==> src/rtl/vip_itc_handshake_pkg.sv <==
// Shared definitions for the control-to-video-clock mode handshake (RX and TX sides).
package vip_itc_handshake_pkg;

  // Receiver state encoding; the values are fixed so both sides can decode debug taps.
  typedef enum logic [1:0] {
    ST_IDLE        = 2'd0,
    ST_SETTLE      = 2'd1,
    ST_WAIT_COMMIT = 2'd2
  } hs_state_t;

  // Bits needed to hold values 0..value-1.
  function automatic int clog2(input int value);
    int result;
    int v;
    result = 0;
    v = value - 1;
    while (v > 0) begin
      result = result + 1;
      v = v >> 1;
    end
    return result;
  endfunction

  // The transmitter serialises debug/bus views MSB first; both sides map bit indices the same way.
  localparam bit TX_MSB_FIRST = 1'b1;

  // Position of logical bit idx in the TX-side ordering of a width-bit word.
  function automatic int tx_bit_pos(input int idx, input int width);
    return TX_MSB_FIRST ? (width - 1 - idx) : idx;
  endfunction

endpackage

==> src/rtl/vip_itc_stability_counter.sv <==
// Bus stability tracker: compares the live synchronized bus against the held sample,
// counts consecutive equal samples and total settle cycles, both saturating.
module vip_itc_stability_counter
  import vip_itc_handshake_pkg::*;
#(
  parameter int WIDTH          = 32,
  parameter int STABLE_CYCLES  = 4,
  parameter int TIMEOUT_CYCLES = 1024
) (
  input  logic             sync_clock,
  input  logic             rst_n,
  input  logic             load,
  input  logic             run,
  input  logic [WIDTH-1:0] data_sync,
  input  logic [WIDTH-1:0] hold,
  output logic             stable_done,
  output logic             timeout
);

  localparam int CW = clog2(TIMEOUT_CYCLES + 1);
  localparam logic [CW-1:0] STABLE_LAST = CW'(STABLE_CYCLES - 1);
  localparam logic [CW-1:0] TMO_LAST    = CW'(TIMEOUT_CYCLES - 1);

  logic          match;
  logic [CW-1:0] stable_cnt_reg;
  logic [CW-1:0] tmo_cnt_reg;

  assign match       = (data_sync == hold);
  assign stable_done = match && (stable_cnt_reg == STABLE_LAST);
  assign timeout     = (tmo_cnt_reg == TMO_LAST);

  // Counters restart on load and advance only while the FSM is settling.
  always_ff @(posedge sync_clock) begin
    if (!rst_n) begin
      stable_cnt_reg <= '0;
      tmo_cnt_reg    <= '0;
    end else if (load) begin
      stable_cnt_reg <= '0;
      tmo_cnt_reg    <= '0;
    end else if (run) begin
      if (!match) begin
        stable_cnt_reg <= '0;
      end else if (stable_cnt_reg != STABLE_LAST) begin
        stable_cnt_reg <= stable_cnt_reg + CW'(1);
      end
      if (tmo_cnt_reg != TMO_LAST) begin
        tmo_cnt_reg <= tmo_cnt_reg + CW'(1);
      end
    end
  end

endmodule

==> src/rtl/vip_itc_mode_handshake_rx.sv <==
// Receive side of the mode handshake: detects request toggles, waits for the
// synchronized bus to settle and for a safe commit point, then commits the word,
// pulses update and flips the ack toggle back to the sender.
module vip_itc_mode_handshake_rx
  import vip_itc_handshake_pkg::*;
#(
  parameter int               WIDTH          = 32,
  parameter int               STABLE_CYCLES  = 4,
  parameter int               TIMEOUT_CYCLES = 1024,
  parameter logic [WIDTH-1:0] RESET_VALUE    = '0
) (
  input  logic             sync_clock,
  input  logic             rst_n,
  input  logic             req_sync,
  input  logic [WIDTH-1:0] data_sync,
  input  logic             commit_ok,
  input  logic             err_clear,
  output logic [WIDTH-1:0] data_out,
  output logic             update,
  output logic             ack_toggle,
  output logic             busy,
  output logic             err_overrun,
  output logic             err_unstable
);

  hs_state_t        state_reg;
  hs_state_t        state_next;
  logic             req_d_reg;
  logic             req_edge;
  logic             pending_reg;
  logic [WIDTH-1:0] hold_reg;
  logic             load;
  logic             run;
  logic             commit;
  logic             set_unstable;
  logic             set_overrun;
  logic             stable_done;
  logic             timeout;

  assign req_edge    = req_sync ^ req_d_reg;
  assign busy        = (state_reg != ST_IDLE);
  assign set_overrun = req_edge && busy;

  vip_itc_stability_counter #(
    .WIDTH          (WIDTH),
    .STABLE_CYCLES  (STABLE_CYCLES),
    .TIMEOUT_CYCLES (TIMEOUT_CYCLES)
  ) u_stability (
    .sync_clock  (sync_clock),
    .rst_n       (rst_n),
    .load        (load),
    .run         (run),
    .data_sync   (data_sync),
    .hold        (hold_reg),
    .stable_done (stable_done),
    .timeout     (timeout)
  );

  // Next-state and control decode. An edge coinciding with a commit counts as queued work.
  always_comb begin
    state_next   = state_reg;
    load         = 1'b0;
    run          = 1'b0;
    commit       = 1'b0;
    set_unstable = 1'b0;
    case (state_reg)
      ST_IDLE: begin
        if (req_edge) begin
          state_next = ST_SETTLE;
          load       = 1'b1;
        end
      end
      ST_SETTLE: begin
        run = 1'b1;
        if (stable_done || timeout) begin
          state_next   = ST_WAIT_COMMIT;
          set_unstable = timeout && !stable_done;
        end
      end
      ST_WAIT_COMMIT: begin
        if (commit_ok) begin
          commit = 1'b1;
          if (pending_reg || req_edge) begin
            state_next = ST_SETTLE;
            load       = 1'b1;
          end else begin
            state_next = ST_IDLE;
          end
        end
      end
      default: state_next = ST_IDLE;
    endcase
  end

  // FSM state register.
  always_ff @(posedge sync_clock) begin
    if (!rst_n) begin
      state_reg <= ST_IDLE;
    end else begin
      state_reg <= state_next;
    end
  end

  // Previous request level for toggle-edge detection.
  always_ff @(posedge sync_clock) begin
    if (!rst_n) begin
      req_d_reg <= 1'b0;
    end else begin
      req_d_reg <= req_sync;
    end
  end

  // Held bus sample: tracks the bus while settling, frozen while waiting to commit.
  always_ff @(posedge sync_clock) begin
    if (!rst_n) begin
      hold_reg <= '0;
    end else if (load || run) begin
      hold_reg <= data_sync;
    end
  end

  // Single-entry request queue; a commit consumes the queued request.
  always_ff @(posedge sync_clock) begin
    if (!rst_n) begin
      pending_reg <= 1'b0;
    end else if (commit) begin
      pending_reg <= pending_reg && req_edge;
    end else if (set_overrun) begin
      pending_reg <= 1'b1;
    end
  end

  // Committed word, update strobe and ack toggle all change on the commit edge only.
  always_ff @(posedge sync_clock) begin
    if (!rst_n) begin
      data_out   <= RESET_VALUE;
      update     <= 1'b0;
      ack_toggle <= 1'b0;
    end else begin
      update <= commit;
      if (commit) begin
        data_out   <= hold_reg;
        ack_toggle <= ~ack_toggle;
      end
    end
  end

  // Sticky error flags; a new error wins over a same-cycle clear.
  always_ff @(posedge sync_clock) begin
    if (!rst_n) begin
      err_overrun  <= 1'b0;
      err_unstable <= 1'b0;
    end else begin
      if (set_overrun) begin
        err_overrun <= 1'b1;
      end else if (err_clear) begin
        err_overrun <= 1'b0;
      end
      if (set_unstable) begin
        err_unstable <= 1'b1;
      end else if (err_clear) begin
        err_unstable <= 1'b0;
      end
    end
  end

endmodule
==> config.mk <==
export PLATFORM = sky130hd
export DESIGN_NAME = vip_itc_mode_handshake_rx
export DESIGN_NICKNAME = d
export VERILOG_FILES = /design/src/rtl/vip_itc_handshake_pkg.sv /design/src/rtl/vip_itc_stability_counter.sv /design/src/rtl/vip_itc_mode_handshake_rx.sv
export SDC_FILE = /design/constraint.sdc
export NUM_CORES = 1
export LEC_CHECK = 0
export CORE_ASPECT_RATIO = 0.8
export CORE_MARGIN = 10
export CORE_UTILIZATION = 50
export CTS_CLUSTER_DIAMETER = 100
export DETAILED_ROUTE_END_ITERATION = 16
export PLACE_DENSITY_LB_ADDON = 0.08
export SKIP_CTS_REPAIR_TIMING = 1
export SYNTH_ARGS = -nofsm -noshare
export SYNTH_HDL_FRONTEND = slang
export SYNTH_HIERARCHICAL = 1
export SYNTH_SLANG_ARGS = --single-unit
==> constraint.sdc <==
create_clock -name sync_clock -period 2.1 [get_ports sync_clock]
set_input_delay 0.21 -clock sync_clock [delete_from_list [all_inputs] [get_ports sync_clock]]
set_output_delay 0.21 -clock sync_clock [all_outputs]
set_load 0.005 [all_outputs]
After elaboration in Yosys (flattened, before gate mapping)

Index checks and enable logic that the tools add are counted.

Word-level logic and storage cells: 65
Bits of input ports: 37
Output and inout bits: 37
Register bits: 94

Reduce and logical (&&, ||, !) cells: 17
Bitwise operators: 3
Muxes and demuxes: 21
Add/subtract/negate cells: 2
Eq/ne operators: 11

Operators with widths:

| operator                                                | number |
|---|---|
| == test 32 bit                                          | 1 |
| adder 11 x 1 -> 11 bit, second input constant           | 2 |
| two-way mux 11 bit                                      | 2 |
| two-way mux 1 bit                                       | 14 |
| == test 11 x 10 -> 1 bit, second input constant         | 1 |
| == test 11 x 2 -> 1 bit, second input constant          | 1 |
| inequality test 11 x 10 -> 1 bit, second input constant | 1 |
| inequality test 11 x 2 -> 1 bit, second input constant  | 1 |
| inequality test 2 bit, second input constant            | 4 |
| nonzero test 2 bit                                      | 4 |
| two-way mux 2 bit                                       | 3 |
| case mux 2 bit (3 select lines)                         | 1 |
| logical AND 1 bit                                       | 4 |
| AND reduction 2 bit                                     | 2 |
| logical OR 1 bit                                        | 3 |
| AND reduction 3 bit                                     | 1 |
| == test 2 x 1 -> 1 bit, second input constant           | 1 |
| == test 2 bit, second input constant                    | 1 |
| logical NOT 2 bit                                       | 1 |
| inverter 1 bit                                          | 2 |
| case mux 1 bit (2 select lines)                         | 1 |
| OR reduction 2 bit                                      | 1 |
| logical NOT 1 bit                                       | 1 |
| bitwise XOR 1 bit                                       | 1 |

Longest topological paths before layout

Gate-level depths: netlist (run 1).

Depth after elaboration: 7
Depth in mapped cells: 8
Gate-level depth less buffers: 7

Hierarchy

Netlist (run 1), hierarchy kept.

By module, submodules not included:

| module                    | times used | area each (um^2) | seq. area each (um^2) | cells an instance |
|---|---|---|---|---|
| vip_itc_mode_handshake_rx | 1          | 2846.5           | 1441.4                | 322 |
| vip_itc_stability_counter | 1          | 1589.0           | 440.4                 | 189 |

Worst setup path before layout (run 1)

Ideal clock, no wire load.

Path kind: register to register
Start: register hold_reg[16]
End: register state_reg[0]
Data required time: 1981 ps
Stages on the path, launching flop included: 9
Arrival time: 1776 ps
Path slack: 205 ps
Period minus slack after synthesis: 1895 ps
Cells stage by stage: dfxtp_1 xnor2_1 nand4_1 nor4_4 buf_6 and3_1 o21a_1 nor2_1 o221a_2

Word-level cells in the longest chain between the ends: 5

Ends and longest elaborated chain:

| item                            | line                             | RTL |
|---|---|---|
| start, declared                 | vip_itc_mode_handshake_rx.sv:31  | `logic [WIDTH-1:0] hold_reg;` |
| start signal, assigned          | vip_itc_mode_handshake_rx.sv:118 | `hold_reg <= data_sync;` |
| == test 32 bit                  | vip_itc_stability_counter.sv:28  | `assign match = (data_sync == hold);` |
| logical AND 1 bit               | vip_itc_stability_counter.sv:29  | `assign stable_done = match && (stable_cnt_reg == STABLE_LAST);` |
| net stable_done                 | vip_itc_mode_handshake_rx.sv:37  | `logic stable_done;` |
| logical OR 1 bit                | vip_itc_mode_handshake_rx.sv:75  | `if (stable_done \|\| timeout) begin` |
| inequality test 2 bit (no line) | n/a                              |  |
| AND reduction 3 bit (no line)   | n/a                              |  |
| end signal, assigned            | vip_itc_mode_handshake_rx.sv:100 | `state_reg <= state_next;` |
| end, declared                   | vip_itc_mode_handshake_rx.sv:26  | `hs_state_t state_reg;` |

The timed path passes the listed nets, and every way through them passes these cells.
A chain may end at the register's enable or synchronous reset.

Worst setup path in the final report (run 1)

Start: register hold_reg[12]
End: register state_reg[0]

The elaborated chain is that of the path after synthesis.

==> results of run 1 <==
-- how the worst min path moves through the flow --
stage / end / start / cells past startpoint / slack (ns)
after global placement: data_out[25] / data_out[25] / 2 / 0.45
after global routing: u_stability/stable_cnt_reg[8] / rst_n / 3 / 0.33
after floorplan: req_d_reg / req_sync / 1 / 0.33
after CTS: u_stability/stable_cnt_reg[8] / rst_n / 3 / 0.30
final: u_stability/stable_cnt_reg[8] / rst_n / 3 / 0.33
after detailed placement: data_out[0] / data_out[0] / 2 / 0.46
-- cell usage after synthesis, types with 2 or more instances --
cell type,instances
nand2_1,139
dfxtp_1,94
xnor2_1,39
a21boi_0,33
mux2i_1,33
nand4_1,19
clkbuf_1,14
nand3_1,14
nor2_1,12
a21oi_1,10
and3_1,9
nor2b_1,9
inv_1,8
nor3_1,7
buf_2,6
buf_6,5
o22ai_1,4
xor2_1,4
a41oi_1,3
and2_1,3
and4_1,3
nor4_1,3
o21a_1,3
a31oi_1,2
and3b_1,2
buf_1,2
clkbuf_8,2
ha_1,2
nand2b_1,2
nor3b_1,2
nor4_4,2
o21ai_0,2
or3_1,2
-- kinds of logic after synthesis --
family,Yosys count
muxes,33
DFF,94
xor gates and xnor gates,43
buffers and inverters,38
adders and majority gates,2
and+or+nand+nor,237
AOI/OAI and AO/OA,64
-- stage by stage --
step           hold slack (ns)  power (mW)
2_1_floorplan           0.3317       2.237
3_3_place_gp            0.4518       2.402
3_5_place_dp            0.4572       2.413
4_1_cts                 0.2983       3.717
5_1_grt                 0.3343       3.844
6_report                0.3265       3.680
-- power by group through the flow --
stage | Clock, mW | Combinational [mW] | Sequential (mW)
2_1_floorplan | 0 | 0.306 | 1.93
6_report | 1.30 | 0.475 | 1.90
4_1_cts | 1.34 | 0.471 | 1.90
3_3_place_gp | 0 | 0.461 | 1.94
3_5_place_dp | 0 | 0.469 | 1.94
5_1_grt | 1.41 | 0.516 | 1.92
-- area by class of cell --
| class | instances | area [sq um] |
|---|---|---|
| Fill cell | 746 | 3048 |
| Multi-Input combinational cell | 379 | 2350 |
| Sequential cell | 94 | 1882 |
| Timing Repair Buffer | 92 | 893.4 |
| Clock buffer | 12 | 145.1 |
| Tap cell | 112 | 140.1 |
| Clock inverter | 4 | 70.07 |
| Inverter | 8 | 30.03 |
-- critical path, stage by stage, from the launching register on --
cell and delay [ns]:
dfxtp_1 0.35, xnor2_2 0.28, nand4_1 0.24, nor4_4 0.32, and3_1 0.21, o21a_1 0.15, nor2_1 0.05, o221a_2 0.29
-- layer usage --
metal,vias up,wire length (microns)
met4,0,59
met2,109,4733
met3,6,606
li1,1880,-
met5,-,0
met1,1721,5441
==> summary.txt, run 1 <==
Outcome
  – Status: completed

Synthesis
  – Synth area leader: dfxtp_1
  – #FFs+latches synth: 94
  – Synth Area in Adders: 0.005642
  – Top_reg_cell synth: dfxtp_1
  – Yosys Warn Count: 6
  – Syn Inst Count: 511
  – Syn_nets: 550
  – Netlist cell types: 50
  – Synthesized cell area: 4436 sq um
  – Sequential fraction of the synthesis area: 0.4243
  – Mean post-synth cell area: 8.680 sq um
  – Post-Synth Simple-Gate Area: 0.2567
  – Post-synthesis mux area share: 0.07447
  – Top cells by area, synth: dfxtp_1, nand2_1, xnor2_1
  – Largest family of logic cells by synthesized area: simple AND/OR/NAND/NOR gates
  – Top-area cell type share of the netlist area: 0.4243
  – Post-synth EDFFs: 0
  – Compound-Gate Fraction of Synth Area: 0.1063
  – Post-synthesis xor/xnor area fraction: 0.08491
  – Share of flip-flops with an asynchronous set or reset: 0

Global routing
  – Largest net degree at the start of global routing: 69
  – GRT met2 Usage: 0.2439
  – Routing usage on met3: 0.05756
  – First-pass GRT wire length: 17980 microns
  – Initial antenna violation count: 0
  – Remaining global-route overflow: 0
  – Busiest grt layer: met2
  – Vias in the first global route: 3575
  – GRT Total Usage: 0.1648
  – Met1 Track Usage GR: 0.2252

Power and ir drop
  – Peak VDD IR: 443.7 uV
  – Cell-internal power: 2.790 mW
  – Sw Ratio: 0.2417
  – Combinational share of power: 0.129
  – Sequential Power Share: 0.517
  – PwrDens: 667.8 nW/um^2
  – NetSw: 0.8896 mW
  – Clock power frac: 0.354
  – Leakage: 2.073 nW

Critical path
  – Setup crit end kind: register
  – Startpoint types: register
  – Setup crit end: state_reg[0]
  – Crit-path max FO: 3
  – Reg2reg setup slack: 0.1 ns
  – Worst EP arrival: 2.25 ns
  – Crit path from: hold_reg[12]
  – WS Path Type: register to register
  – Reg-to-reg critical path endpoint: state_reg[0]
  – Critical Path RT: 2.35 ns
  – R2R depth: 7
  – Reg2Reg Launch Point: hold_reg[12]

Floorplanning
  – Width of the die: 125.3 microns
  – Initial core utilization: 0.5183
  – Die Y: 104.2 microns
  – Rows: 30
  – # IOs: 74
  – DIE AREA: 13060 sq um
  – Core area: 8558 sq um

Routing
  – DR vias: 3716
  – WL/cell: 15.47 microns
  – Aggregate routed wire length: 10840 microns
  – DRC: 0
  – DRT antenna net count: 0
  – Vias/cell: 5.301
  – First-pass DRT Iterations: 5
  – Initial drt markers: 307

Cells and area
  – Share of layout cells above drive strength 1: 0.07810
  – Antenna diode count: 0
  – Non-Filler Instances: 701
  – Area delta synth->final: 24.23%
  – Post-route cell area: 5510 sq um
  – Final nets: 623
  – Most common cell after layout, fill and taps aside: nand2_1
  – Core Util, Final: 0.6439
  – Commonest non-fill, non-tap cells in the layout: nand2_1, dfxtp_1, clkdlybuf4s50_1

STA
  – Slew Viols, Final: 0
  – RSZ-0062 raised after global routing: false
  – Final Cycle Share: 0.9529
  – Fin. Hold Viols: 0
  – FMAX: 499.7 MHz
  – Setup_tns: 0 ns
  – Skew final: 0.008239 ns
  – Endpoints failing setup: 0
  – Slew @ Worst Pin: 0.5947 ns
  – Max-slew headroom: 0.6035
  – Final min period: 2.001 ns
  – Final WS setup: 0.09883 ns

Clock network
  – Clock Pin Slew Worst Setup and Hold Paths: 0.09 ns
  – TritonCTS Buffers: 9
  – Clock sinks: 94
  – TritonCTS clock tree: done
  – Clk_lat worst skew: 0.36 ns
  – Root buffer cell: clkbuf_8
  – CTS Buffer Depth: 2
  – Htree depth: 3

Flow run
  – Max cap viols: 0

Placed design
  – Hpwl dp: 7827 microns
  – Placed Area: 5288 sq um
  – I/O Buffers: 73
  – Pre-CTS setup slack: -0.2948 ns
  – Placed Cells incl. Taps: 685
  – RePlAce Congestion: 0.7958

Worst hold path
  – Class of the worst hold path: input pin to register
(Power assumes the default switching activity.)
==> run 2: changes to the inputs <==
Settings changed: REMOVE_ABC_BUFFERS set to 1.
==> summary.txt, run 2 (synthesis results as in run 1) <==
STA
  – RSZ-0062 raised after global routing: false
  – Endpoints failing setup: 0 (unchanged)
  – Slew Viols, Final: 0 (unchanged)
  – Slew @ Worst Pin: 0.6533 ns (+0.05863 ns)
  – Hold WS: 0.3697 ns (+0.04318 ns)
  – Skew final: 0.009668 ns (+0.001429 ns)
  – Fin. Hold Viols: 0 (unchanged)
  – Final Cycle Share: 0.9265 (-0.02644)
  – Final min period: 1.946 ns (-0.05553 ns)
  – FMAX: 514.0 MHz (+2.9%)
  – Max-slew headroom: 0.5645 (-0.03909)

Placed design
  – Hpwl dp: 7667 microns (-2.0%)
  – I/O Buffers: 73 (unchanged)
  – Placed Cells incl. Taps: 686 (+0.15%)
  – RePlAce Congestion: 0.8738 (+9.8%)

Global routing
  – GRT Total Usage: 0.1647 (about the same)
  – Remaining global-route overflow: 0 (unchanged)
  – Vias in the first global route: 3556 (-0.53%)
  – Largest net degree at the start of global routing: 74 (+7.2%)
  – Initial antenna violation count: 0 (unchanged)
  – First-pass GRT wire length: 18010 microns (+0.16%)

Cells and area
  – Most common cell after layout, fill and taps aside: nand2_1
  – Commonest non-fill, non-tap cells in the layout: nand2_1, dfxtp_1, clkdlybuf4s50_1
  – Final nets: 624 (+0.16%)
  – Layout fillers: 746 (unchanged)
  – Non-Filler Instances: 702 (+0.14%)
  – Area delta synth->final: 23.22%
  – Share of layout cells above drive strength 1: 0.07627 (-0.001827)
  – Antenna diode count: 0 (unchanged)

Clock network
  – Clk_lat worst skew: 0.37 ns (about the same)
  – TritonCTS clock tree: done
  – CTS Buffer Depth: 2 (unchanged)
  – Clock Pin Slew Worst Setup and Hold Paths: 0.09 ns (about the same)
  – TritonCTS Buffers: 9 (unchanged)
  – Root buffer cell: clkbuf_8
  – Htree depth: 3 (unchanged)
  – Clock sinks: 94 (unchanged)

Critical path
  – CP Cell Sequence: xnor2_1 -> nand4_1 -> nor4_4 -> and3_1 -> o21a_1 -> nor2_1 -> o221a_2
  – Setup crit end kind: register
  – WP buf/inv: 0 (unchanged)
  – Startpoint types: register
  – WS Path Type: register to register
  – Delay-heaviest family, CP: simple AND/OR/NAND/NOR gates
  – Worst EP arrival: 2.21 ns (-0.04 ns)
  – Critical path's slowest cell: dfxtp_1
  – CP max stage delay: 0.35 ns (about the same)
  – Critical Path RT: 2.37 ns (+0.02 ns)
  – Crit-path max FO: 3 (unchanged)

Power and ir drop
  – Cell-internal power: 2.635 mW (-5.6%)
  – Peak VDD IR: 478.4 uV (+7.8%)
  – Clock power frac: 0.330 (-0.024)
  – NetSw: 0.8949 mW (+0.59%)
  – PwrDens: 645.9 nW/um^2 (-3.3%)
  – Tot Pwr: 3.530 mW (-4.1%)
  – Combinational share of power: 0.131 (+0.002)
  – Leakage: 2.050 nW (-1.1%)
  – Sequential Power Share: 0.539 (+0.022)
  – Sw Ratio: 0.2535 (+0.01174)

Routing
  – Vias/cell: 5.285 (-0.30%)
  – WL/cell: 15.28 microns (-1.2%)
  – DRT antenna net count: 0 (unchanged)
  – Initial drt markers: 294 (-4.2%)
  – DRC: 0 (unchanged)
  – Aggregate routed wire length: 10720 microns (-1.1%)
  – DR vias: 3710 (-0.16%)
  – First-pass DRT Iterations: 4 (-1)

Floorplanning
  – Die Y: 104.2 microns (unchanged)
  – Initial core utilization: 0.5183 (unchanged)
  – DIE AREA: 13060 sq um (unchanged)
  – Width of the die: 125.3 microns (unchanged)
  – # IOs: 74 (unchanged)
  – Rows: 30 (unchanged)
  – Core area: 8558 sq um (unchanged)

Flow run
  – Max cap viols: 0 (unchanged)

Outcome
  – Status: completed

Worst hold path
  – Class of the worst hold path: input pin to register
-- run 2: area by class of cell --
cell class	count	area [sq um]	area share
clock inverters	4	47.55	0.008700
clock buffers	12	135.1	0.02473
well taps	112	140.1	0.02564
multi-input cells	379	2342	0.4286
inverters	8	30.03	0.005495
flip-flops and latches	94	1882	0.3443
repair buffers	93	888.4	0.1625
-- run 2: stage by stage --
stage	cell area [sq um]	utilization	setup WS [ns]	TNS, ns
2_1_floorplan	4254	-	-0.09170	-0.09170
3_3_place_gp	5283	0.6173	-0.09623	-0.1195
3_5_place_dp	5283	0.6173	-0.1492	-0.5378
4_1_cts	5465	0.6386	0.1549	0
5_1_grt	5465	0.6386	0.03090	0
6_report	5465	0.6386	0.1544	0
-- run 2: power by group through the flow --
stage | clock network, mW | registers (mW) | logic [mW]
2_1_floorplan | 0 | 1.93 | 0.259
3_3_place_gp | 0 | 1.94 | 0.452
3_5_place_dp | 0 | 1.94 | 0.462
4_1_cts | 1.21 | 1.90 | 0.465
5_1_grt | 1.28 | 1.91 | 0.507
6_report | 1.17 | 1.90 | 0.462
-- run 2: worst paths after layout --
path	start	to	slack [ns]	depth (start not counted)
worst max-delay path	hold_reg[31]	state_reg[0]	0.15	7
worst min-delay path	rst_n	err_unstable	0.37	3
worst max register to register	hold_reg[31]	state_reg[0]	0.15	7
worst min register to register	data_out[2]	data_out[2]	0.47	2
-- run 2: per-layer routing --
layer  GRT usage  share of wire
met2      0.2535           0.44
met5           0              0
met4     0.03695          0.011
met3     0.06623          0.074
met1      0.2104           0.47
-- run 2: worst min-delay path, delay by kind of cell --
family          cells  cell delay (ns)
compound gates      1             0.13
buf+inv             2             0.35
==> run 3: changes to the inputs <==
Settings changed: ABC_AREA set to 0, CTS_BUF_LIST set to sky130_fd_sc_hd__clkbuf_4 sky130_fd_sc_hd__clkbuf_8.
==> summary.txt, run 3 (synthesis results as in run 1) <==
Placed design
  – Placed Cells incl. Taps: 686 (unchanged)
  – Hpwl dp: 7667 microns (unchanged)
  – Pre-CTS setup slack: -0.1492 ns (unchanged)
  – RePlAce Congestion: 0.8738 (unchanged)
  – Placed Area: 5283 sq um (unchanged)
  – I/O Buffers: 73 (unchanged)

Critical path
  – WS Path Type: register to register
  – Reg-to-reg critical path endpoint: state_reg[0]
  – Reg2Reg Launch Point: hold_reg[15]
  – Critical Path RT: 2.37 ns (about the same)
  – Worst EP arrival: 2.20 ns (about the same)
  – Startpoint types: register
  – Reg2reg setup slack: 0.16 ns (about the same)
  – Crit-path max FO: 3 (unchanged)
  – R2R depth: 7 (unchanged)
  – Setup crit end kind: register

Floorplanning
  – Width of the die: 125.3 microns (unchanged)
  – Die Y: 104.2 microns (unchanged)
  – Rows: 30 (unchanged)
  – DIE AREA: 13060 sq um (unchanged)
  – Core area: 8558 sq um (unchanged)
  – # IOs: 74 (unchanged)
  – Initial core utilization: 0.5183 (unchanged)

Clock network
  – Htree depth: 3 (unchanged)
  – Clock Pin Slew Worst Setup and Hold Paths: 0.09 ns (about the same)
  – Clock sinks: 94 (unchanged)
  – TritonCTS clock tree: done
  – CTS Buffer Depth: 2 (unchanged)
  – Root buffer cell: clkbuf_8
  – Clk_lat worst skew: 0.36 ns (about the same)
  – TritonCTS Buffers: 9 (unchanged)

Power and ir drop
  – NetSw: 0.8940 mW (about the same)
  – Clock power frac: 0.337 (+0.007)
  – Peak VDD IR: 478.6 uV (about the same)
  – PwrDens: 651.5 nW/um^2 (+0.87%)
  – Sw Ratio: 0.2505 (-0.002943)
  – Cell-internal power: 2.674 mW (+1.5%)
  – Leakage: 2.060 nW (+0.50%)
  – Combinational share of power: 0.129 (-0.002)
  – Sequential Power Share: 0.533 (-0.006)

Global routing
  – Initial antenna violation count: 0 (unchanged)
  – Remaining global-route overflow: 0 (unchanged)
  – First-pass GRT wire length: 18000 microns (about the same)
  – Largest net degree at the start of global routing: 74 (unchanged)
  – Vias in the first global route: 3550 (-0.17%)
  – GRT Total Usage: 0.1646 (about the same)

Cells and area
  – Share of layout cells above drive strength 1: 0.08136 (+0.005085)
  – Most common cell after layout, fill and taps aside: nand2_1
  – Non-Filler Instances: 702 (unchanged)
  – Layout fillers: 744 (-0.27%)
  – Commonest non-fill, non-tap cells in the layout: nand2_1, dfxtp_1, clkdlybuf4s50_1
  – Antenna diode count: 0 (unchanged)
  – Final nets: 624 (unchanged)
  – FF+latch area: 1882 sq um (unchanged)
  – Area delta synth->final: 23.47%
  – Multi-input gate area: 2342 sq um (unchanged)
  – Post-route cell area: 5477 sq um (+0.21%)

Worst hold path
  – Class of the worst hold path: input pin to register
  – Worst hold path startpoint: rst_n
  – Hold Path Cell Cnt: 3 (unchanged)
  – Hold EP: err_unstable

Outcome
  – Status: completed

Routing
  – Vias/cell: 5.312 (+0.51%)
  – First-pass DRT Iterations: 4 (unchanged)
  – Aggregate routed wire length: 10780 microns (+0.55%)
  – DRT antenna net count: 0 (unchanged)
  – Initial drt markers: 306 (+4.1%)
  – DR vias: 3729 (+0.51%)
  – DRC: 0 (unchanged)
  – WL/cell: 15.36 microns (+0.55%)

STA
  – Slew @ Worst Pin: 0.6525 ns (-0.0008259 ns)
  – Max-slew headroom: 0.5650 (about the same)
  – FMAX: 515.9 MHz (+0.38%)
  – Endpoints failing setup: 0 (unchanged)
  – RSZ-0062 raised after global routing: false
  – Skew final: 0.009127 ns (-0.0005411 ns)
  – Slew Viols, Final: 0 (unchanged)
  – Fin. Hold Viols: 0 (unchanged)
  – Final min period: 1.938 ns (-0.007418 ns)
  – Final Cycle Share: 0.9230 (-0.003532)
  – Final WS setup: 0.1618 ns (+0.007418 ns)

Flow run
  – Max cap viols: 0 (unchanged)
-- run 3: cell counts in the layout (fill, tap and decap cells not counted) --
No cell type changed its count.
-- run 3: final cells by class --
class | count | area share
Multi-Input combinational cell | 379 | 0.4277
Clock inverter | 4 | 0.008682
Sequential cell | 94 | 0.3436
Clock buffer | 12 | 0.02673
Timing Repair Buffer | 93 | 0.1622
Inverter | 8 | 0.005483
Tap cell | 112 | 0.02559
-- run 3: worst max path at each step --
stage	from	end	slack (ns)	depth (start not counted)
floorplan	state_reg[0]	u_stability/stable_cnt_reg[9]	-0.09	6
global placement	data_sync[15]	state_reg[0]	-0.1	8
detailed placement	data_sync[15]	state_reg[0]	-0.15	8
CTS	state_reg[1]	busy	0.15	3
global route	hold_reg[31]	state_reg[0]	0.03	7
finish	hold_reg[15]	state_reg[0]	0.16	7
-- run 3: critical path, cell delays in order, from the launching register on --
cell and delay [ns]:
dfxtp_1 0.34, xnor2_1 0.18, nand4_1 0.27, nor4_4 0.37, and3_1 0.21, o21a_1 0.15, nor2_1 0.05, o221a_2 0.28
-- run 3: through the flow --
step           hold WS [ns]  setup TNS (ns)  power [mW]  utilization
6_report             0.3682               0       3.568       0.6399
5_1_grt              0.3691               0       3.736       0.6399
4_1_cts              0.3414               0       3.615       0.6399
3_5_place_dp         0.4594         -0.5378       2.407       0.6173
3_3_place_gp         0.4500         -0.1195       2.392       0.6173
2_1_floorplan        0.3275        -0.09170       2.193            -
-- run 3: per-layer routing --
layer	GRT usage	vias up	part of all wire
met5	0	-	0
met4	0.03695	0	0.011
met3	0.06623	7	0.072
met2	0.2543	98	0.45
met1	0.2095	1747	0.47
li1	-	1877	-
-- run 3: power groups by stage --
| stage | combinational, mW | sequential [mW] | clock [mW] |
|---|---|---|---|
| 3_3_place_gp | 0.452 | 1.94 | 0 |
| 2_1_floorplan | 0.259 | 1.93 | 0 |
| 5_1_grt | 0.507 | 1.91 | 1.32 |
| 3_5_place_dp | 0.462 | 1.94 | 0 |
| 6_report | 0.461 | 1.90 | 1.20 |
| 4_1_cts | 0.465 | 1.90 | 1.25 |
